File: config.mk
export PLATFORM = sky130hd
export DESIGN_NAME = multi_port_ram
export DESIGN_NICKNAME = d
export VERILOG_FILES = /design/src/rtl/ram_pkg.sv /design/src/rtl/ram_read_port.sv /design/src/rtl/multi_port_ram.sv
export SDC_FILE = /design/constraint.sdc
export NUM_CORES = 1
export LEC_CHECK = 0
export CORE_ASPECT_RATIO = 0.75
export CORE_MARGIN = 1
export CORE_UTILIZATION = 45
export DETAILED_ROUTE_END_ITERATION = 10
export DONT_BUFFER_PORTS = 1
export SLEW_MARGIN = 10
export SYNTH_ARGS = -nofsm -noshare
export SYNTH_HDL_FRONTEND = slang
export SYNTH_HIERARCHICAL = 1
export SYNTH_SLANG_ARGS = --single-unit
File: constraint.sdc
create_clock -name clock -period 4 [get_ports clock]
set_input_delay 0.6 -clock clock [delete_from_list [all_inputs] [get_ports clock]]
set_output_delay 0.6 -clock clock [all_outputs]
set_load 0.01 [all_outputs]
File: src/rtl/ram_pkg.sv
// ram_pkg: shared types and constants for multi_port_ram and its read ports.
// Holds the clear/run state encoding, the address-width helper and the
// reset value of a memory word.
package ram_pkg;

  // Controller states: CLEAR zeroes the array after reset, RUN serves traffic.
  typedef enum logic {
    CLEAR = 1'b0,
    RUN   = 1'b1
  } ram_state_e;

  // Reset value of every bit of a word; replicate to WIDTH where needed.
  localparam logic RESET_BIT = 1'b0;

  // Address width for a given depth; never narrower than one bit.
  function automatic int calc_aw(input int depth);
    return (depth <= 2) ? 1 : $clog2(depth);
  endfunction

endpackage

File: src/rtl/ram_read_port.sv
// ram_read_port: one registered read port of multi_port_ram.
// Holds the output data register, the valid flag, the address range check
// and, when RAM_BYPASS_EN is defined, the write-first forwarding mux.
// Without RAM_BYPASS_EN the port is read-first and the write-side inputs
// are left unused.
module ram_read_port
  import ram_pkg::*;
#(
  parameter int WIDTH = 8,
  parameter int DEPTH = 16,
  parameter int AW    = calc_aw(DEPTH)
) (
  input  logic             clock,
  input  logic             reset,
  input  logic             ready,
  input  logic             re,
  input  logic [AW-1:0]    raddr,
  input  logic [WIDTH-1:0] rword,
  input  logic             we,
  input  logic [AW-1:0]    waddr,
  input  logic [WIDTH-1:0] wdata,
  output logic [WIDTH-1:0] rdata,
  output logic             rvalid
);

  localparam logic [AW:0] DEPTH_W = (AW+1)'(DEPTH);

  logic [WIDTH-1:0] rdata_reg;
  logic [WIDTH-1:0] rdata_next;
  logic             rvalid_reg;
  logic             rvalid_next;
  logic             in_range;
  logic [WIDTH-1:0] word_sel;

  assign in_range = ({1'b0, raddr} < DEPTH_W);

`ifdef RAM_BYPASS_EN
  // Forward the incoming write when it targets the word being read.
  always_comb begin
    word_sel = rword;
    if (we && (waddr == raddr)) begin
      word_sel = wdata;
    end
  end
`else
  // Read-first: the pre-write contents are returned on a collision.
  logic unused_bypass;
  assign unused_bypass = ^{we, waddr, wdata};
  assign word_sel      = rword;
`endif

  // Next read data/valid: capture on enable while ready, else hold data.
  always_comb begin
    rdata_next  = rdata_reg;
    rvalid_next = 1'b0;
    if (ready && re) begin
      rvalid_next = 1'b1;
      rdata_next  = in_range ? word_sel : {WIDTH{RESET_BIT}};
    end
  end

  // Output registers; cleared by reset.
  always_ff @(posedge clock) begin
    if (reset) begin
      rdata_reg  <= {WIDTH{RESET_BIT}};
      rvalid_reg <= 1'b0;
    end else begin
      rdata_reg  <= rdata_next;
      rvalid_reg <= rvalid_next;
    end
  end

  assign rdata  = rdata_reg;
  assign rvalid = rvalid_reg;

endmodule

File: src/rtl/multi_port_ram.sv
// multi_port_ram: DEPTH x WIDTH register-file RAM, one write port and two
// registered read ports. After reset the array is zeroed one word per cycle
// before ready rises. Define RAM_BYPASS_EN for write-first forwarding on
// same-address write/read collisions; the default build is read-first.
module multi_port_ram
  import ram_pkg::*;
#(
  parameter int WIDTH = 8,
  parameter int DEPTH = 16,
  parameter int AW    = calc_aw(DEPTH)
) (
  input  logic             clock,
  input  logic             reset,
  input  logic             we,
  input  logic [AW-1:0]    waddr,
  input  logic [WIDTH-1:0] wdata,
  input  logic             re1,
  input  logic [AW-1:0]    raddr1,
  input  logic             re2,
  input  logic [AW-1:0]    raddr2,
  output logic [WIDTH-1:0] rdata1,
  output logic             rvalid1,
  output logic [WIDTH-1:0] rdata2,
  output logic             rvalid2,
  output logic             ready
);

  localparam int          NPORTS   = 2;
  localparam logic [AW:0] DEPTH_W  = (AW+1)'(DEPTH);
  localparam logic [AW-1:0] LAST_PTR = AW'(DEPTH - 1);

  logic [WIDTH-1:0] mem [DEPTH];

  ram_state_e    state_reg;
  ram_state_e    state_next;
  logic [AW-1:0] ptr_reg;
  logic [AW-1:0] ptr_next;
  logic          ready_reg;
  logic          ready_next;
  logic          clear_en;
  logic          wr_en;

  // Clear/run controller registers.
  always_ff @(posedge clock) begin
    if (reset) begin
      state_reg <= CLEAR;
      ptr_reg   <= '0;
      ready_reg <= 1'b0;
    end else begin
      state_reg <= state_next;
      ptr_reg   <= ptr_next;
      ready_reg <= ready_next;
    end
  end

  // Controller next state: walk the pointer across the array, then run.
  always_comb begin
    state_next = state_reg;
    ptr_next   = ptr_reg;
    ready_next = ready_reg;
    clear_en   = 1'b0;
    case (state_reg)
      CLEAR: begin
        clear_en = 1'b1;
        if (ptr_reg == LAST_PTR) begin
          state_next = RUN;
          ready_next = 1'b1;
          ptr_next   = '0;
        end else begin
          ptr_next = ptr_reg + 1'b1;
        end
      end
      RUN: begin
        ready_next = 1'b1;
      end
      default: begin
        state_next = CLEAR;
        ready_next = 1'b0;
      end
    endcase
  end

  // Writes are accepted only in RUN and only for in-range addresses.
  assign wr_en = (state_reg == RUN) && we && ({1'b0, waddr} < DEPTH_W);

  // Memory array: cleared word by word during CLEAR, untouched under reset.
  always_ff @(posedge clock) begin
    if (!reset) begin
      if (clear_en) begin
        mem[ptr_reg] <= {WIDTH{RESET_BIT}};
      end else if (wr_en) begin
        mem[waddr] <= wdata;
      end
    end
  end

  logic             re_vec    [NPORTS];
  logic [AW-1:0]    raddr_vec [NPORTS];
  logic [WIDTH-1:0] rdata_vec [NPORTS];
  logic             rvalid_vec[NPORTS];

  assign re_vec[0]    = re1;
  assign re_vec[1]    = re2;
  assign raddr_vec[0] = raddr1;
  assign raddr_vec[1] = raddr2;

  genvar gi;
  generate
    for (gi = 0; gi < NPORTS; gi++) begin : g_rd
      logic [WIDTH-1:0] word;
      // Out-of-range addresses are masked inside the port.
      assign word = mem[raddr_vec[gi]];

      ram_read_port #(
        .WIDTH (WIDTH),
        .DEPTH (DEPTH),
        .AW    (AW)
      ) u_port (
        .clock  (clock),
        .reset  (reset),
        .ready  (ready_reg),
        .re     (re_vec[gi]),
        .raddr  (raddr_vec[gi]),
        .rword  (word),
        .we     (we),
        .waddr  (waddr),
        .wdata  (wdata),
        .rdata  (rdata_vec[gi]),
        .rvalid (rvalid_vec[gi])
      );
    end
  endgenerate

  assign rdata1  = rdata_vec[0];
  assign rvalid1 = rvalid_vec[0];
  assign rdata2  = rdata_vec[1];
  assign rvalid2 = rvalid_vec[1];
  assign ready   = ready_reg;

endmodule

==> flow_summary.ini <==
[outcome]
status = completed

[floorplanning]
die_area_um2 = 16200
rows = 39
die_h_um = 111
io_pins = 44
design.core.area_um2 = 15300
die-width_um = 147
initial_utilization_pct = 46.3

[global_route]
grt_pass1_wl_um = 25200
grt_max_degree = 36
track_usage_pct = 22.4
antenna_found_initial = 0
first_global_vias = 3986
grt_overflow = 0

[timing]
rsz0062_at_grt = no
tns_ns = 0
setup_ws_ns = 1.13
slew_headroom_pct = 31.2
fin_skew_ns = 0.00689
period_share_pct = 71.6
period_minus_slack_ns = 2.87
worst_slew_pin_slew_ns = 1.02
setup_viol = 0
hold_viol = 0
clock.fmax_mhz = 349
final_max_slew_viol_count = 0

[setup_path]
crit_path_max_fanout = 14
rrSetupSlack_ns = 1.13
critPathKind = reg -> reg
critPathRequiredTime_ns = 4.04
end_kind = flip-flop
start_kind = flip-flop
cp.arrival_ns = 2.90

[synth]
syn_area_um2 = 7070
synth_flop_cell = edfxtp_1
synth_warnings = 6
synth_top_area_share_pct = 54.4
yosysUniqueCellTypes = 35
ys_async_sr_fraction_pct = 0
synth_edf_count = 128
synthTopCellsByArea = edfxtp_1, mux4_2, dfxtp_1
ys_ff_latch = 152
synth_area_per_cell_um2 = 17.1
synth_top_area_cell = edfxtp_1
netlist_instances = 413
synth_nets = 439
yosysSeqAreaShare_pct = 61.2

[routing]
wire_per_inst_um = 26.7
first_iter_violations = 430
drc = 0
antenna_left = 0
viasPerCell = 6.23
drtPass1Iterations = 5
vias = 3921
wl_um = 16800

[power_and_ir_drop]
pwr_density_cell_nw_per_um2 = 439
combPwrFrac_pct = 4.4
p_sw_uw = 691
p_clk_share_pct = 45.4
p_int_uw = 2740
leakagePower_uw = 0.00268
p_seq_share_pct = 50.2
peakVddDrop_uv = 298
switching_share_pct = 20.1

[clocking]
cts.clk_slew.worst_paths_ns = 0.06
htreeDepth = 4
clkLatencyLatePin_ns = 0.42
cts_tree = yes
clockRootBuffer = clkbuf_16
clock_sinks = 152
cts_setup_buffers = 0
numCtsBuffers = 17
cts.repair.resized = 0
clockBufferDepth = 2
ctsHoldBuffers = 0

[min_path]
hold_path.class = in -> reg

[layout]
largest_reg_flops = 128
final_nets = 437
area_growth_pct = 10.7
antenna_cells = 0
register_area_um2 = 4320
design_area_um2 = 7830
drive_gt1_share_pct = 33.5
nFillCells = 1216
multi_input_area_um2 = 2560

[placement]
place_ws_ns = 0.951
portBuffers = 0
gp_congestion = 0.755
detailed_place_hpwl_um = 11200
place_area_um2 = 7240

[flow_run]
maxCapViolations = 0
## final cells by class
class / count / share of cell area, %
clock inverters: 11 / 1.58
flip-flops and latches: 152 / 55.3
well taps: 205 / 3.28
multi-input cells: 226 / 32.7
clock buffers: 21 / 5.88
repair buffers: 13 / 1.25
inverters: 1 / 0.0480
## metrics by stage
step	instances	hold slack, ns	util (%)	power, uW
after floorplan	413	0.476	-	1900
after global placement	597	0.432	47.4	1900
after detailed placement	597	0.439	47.4	1910
after CTS	629	0.222	51.2	3460
after global routing	629	0.216	51.2	3540
final	629	0.241	51.2	3430
## critical path: stages (launching register included)
cell and delay, ns:
dfxtp_1 0.49, and3b_1 0.59, mux2_2 0.50, nor4_2 0.90
## synth_stat cells, types with 4 or more instances
library cell / count
buf_1: 4
clkbuf_1: 10
and2_2: 8
nand2_1: 19
mux2i_1: 5
nand3_1: 17
dfxtp_1: 24
buf_2: 8
nor2b_1: 5
buf_6: 9
a22oi_1: 32
nor4_1: 16
edfxtp_1: 128
a21bo_2: 14
mux4_2: 64
nor2_1: 9
a21oi_1: 17
## metal layers
metal  up-vias  share of wire [%]  track usage, %  wire length, um
met2       185                 43            30.4             7220
met3        23                 11            10.6             1920
met1      2006                 43            31.0             7270
met5         -                  0               0                0
met4         0                2.2            8.61              361
li1       1707                  -               -                -
## final timing paths
path,start,endpoint,depth (start not counted)
worst max-delay path,state_reg,mem[2][2],3
worst min-delay path,reset,g_rd[0].u_port/rdata[4],1
worst max register to register,state_reg,mem[2][2],3
worst min register to register,ready,ready,2
## cell families after synthesis
family	count (synthesis)	synth area share [%]
flip-flops	152	61.2
AND/OR/NAND/NOR	81	6.11
multiplexers	72	21.6
AO/OA/AOI/OAI	71	7.56
buffers and inverters	35	3.22
XOR/XNOR	1	0.124
adder cells (fa/ha/maj)	1	0.177
## layout by cell type, fill, tap and decap left out, types with 4 or more instances in the layout
cell       count
nor2b_1        5
nor4_1         9
mux4_2        64
dfxtp_1       24
clkinv_4       4
edfxtp_1     128
nor4_2         7
nand3_1       17
nor2_1         9
mux2i_1        5
clkbuf_16     17
a21oi_1       17
and2_2         8
a22oi_1       32
buf_4         13
nand2_1       19
a21bo_2       14
## power groups by stage
stage	Sequential (uW)	Combinational, uW	Clock, uW
after CTS	1720	151	1580
final	1720	151	1560
after global placement	1750	149	0
after floorplan	1750	147	0
after global routing	1720	162	1650
after detailed placement	1760	150	0
No activity file was read; power rests on OpenSTA's default activity.
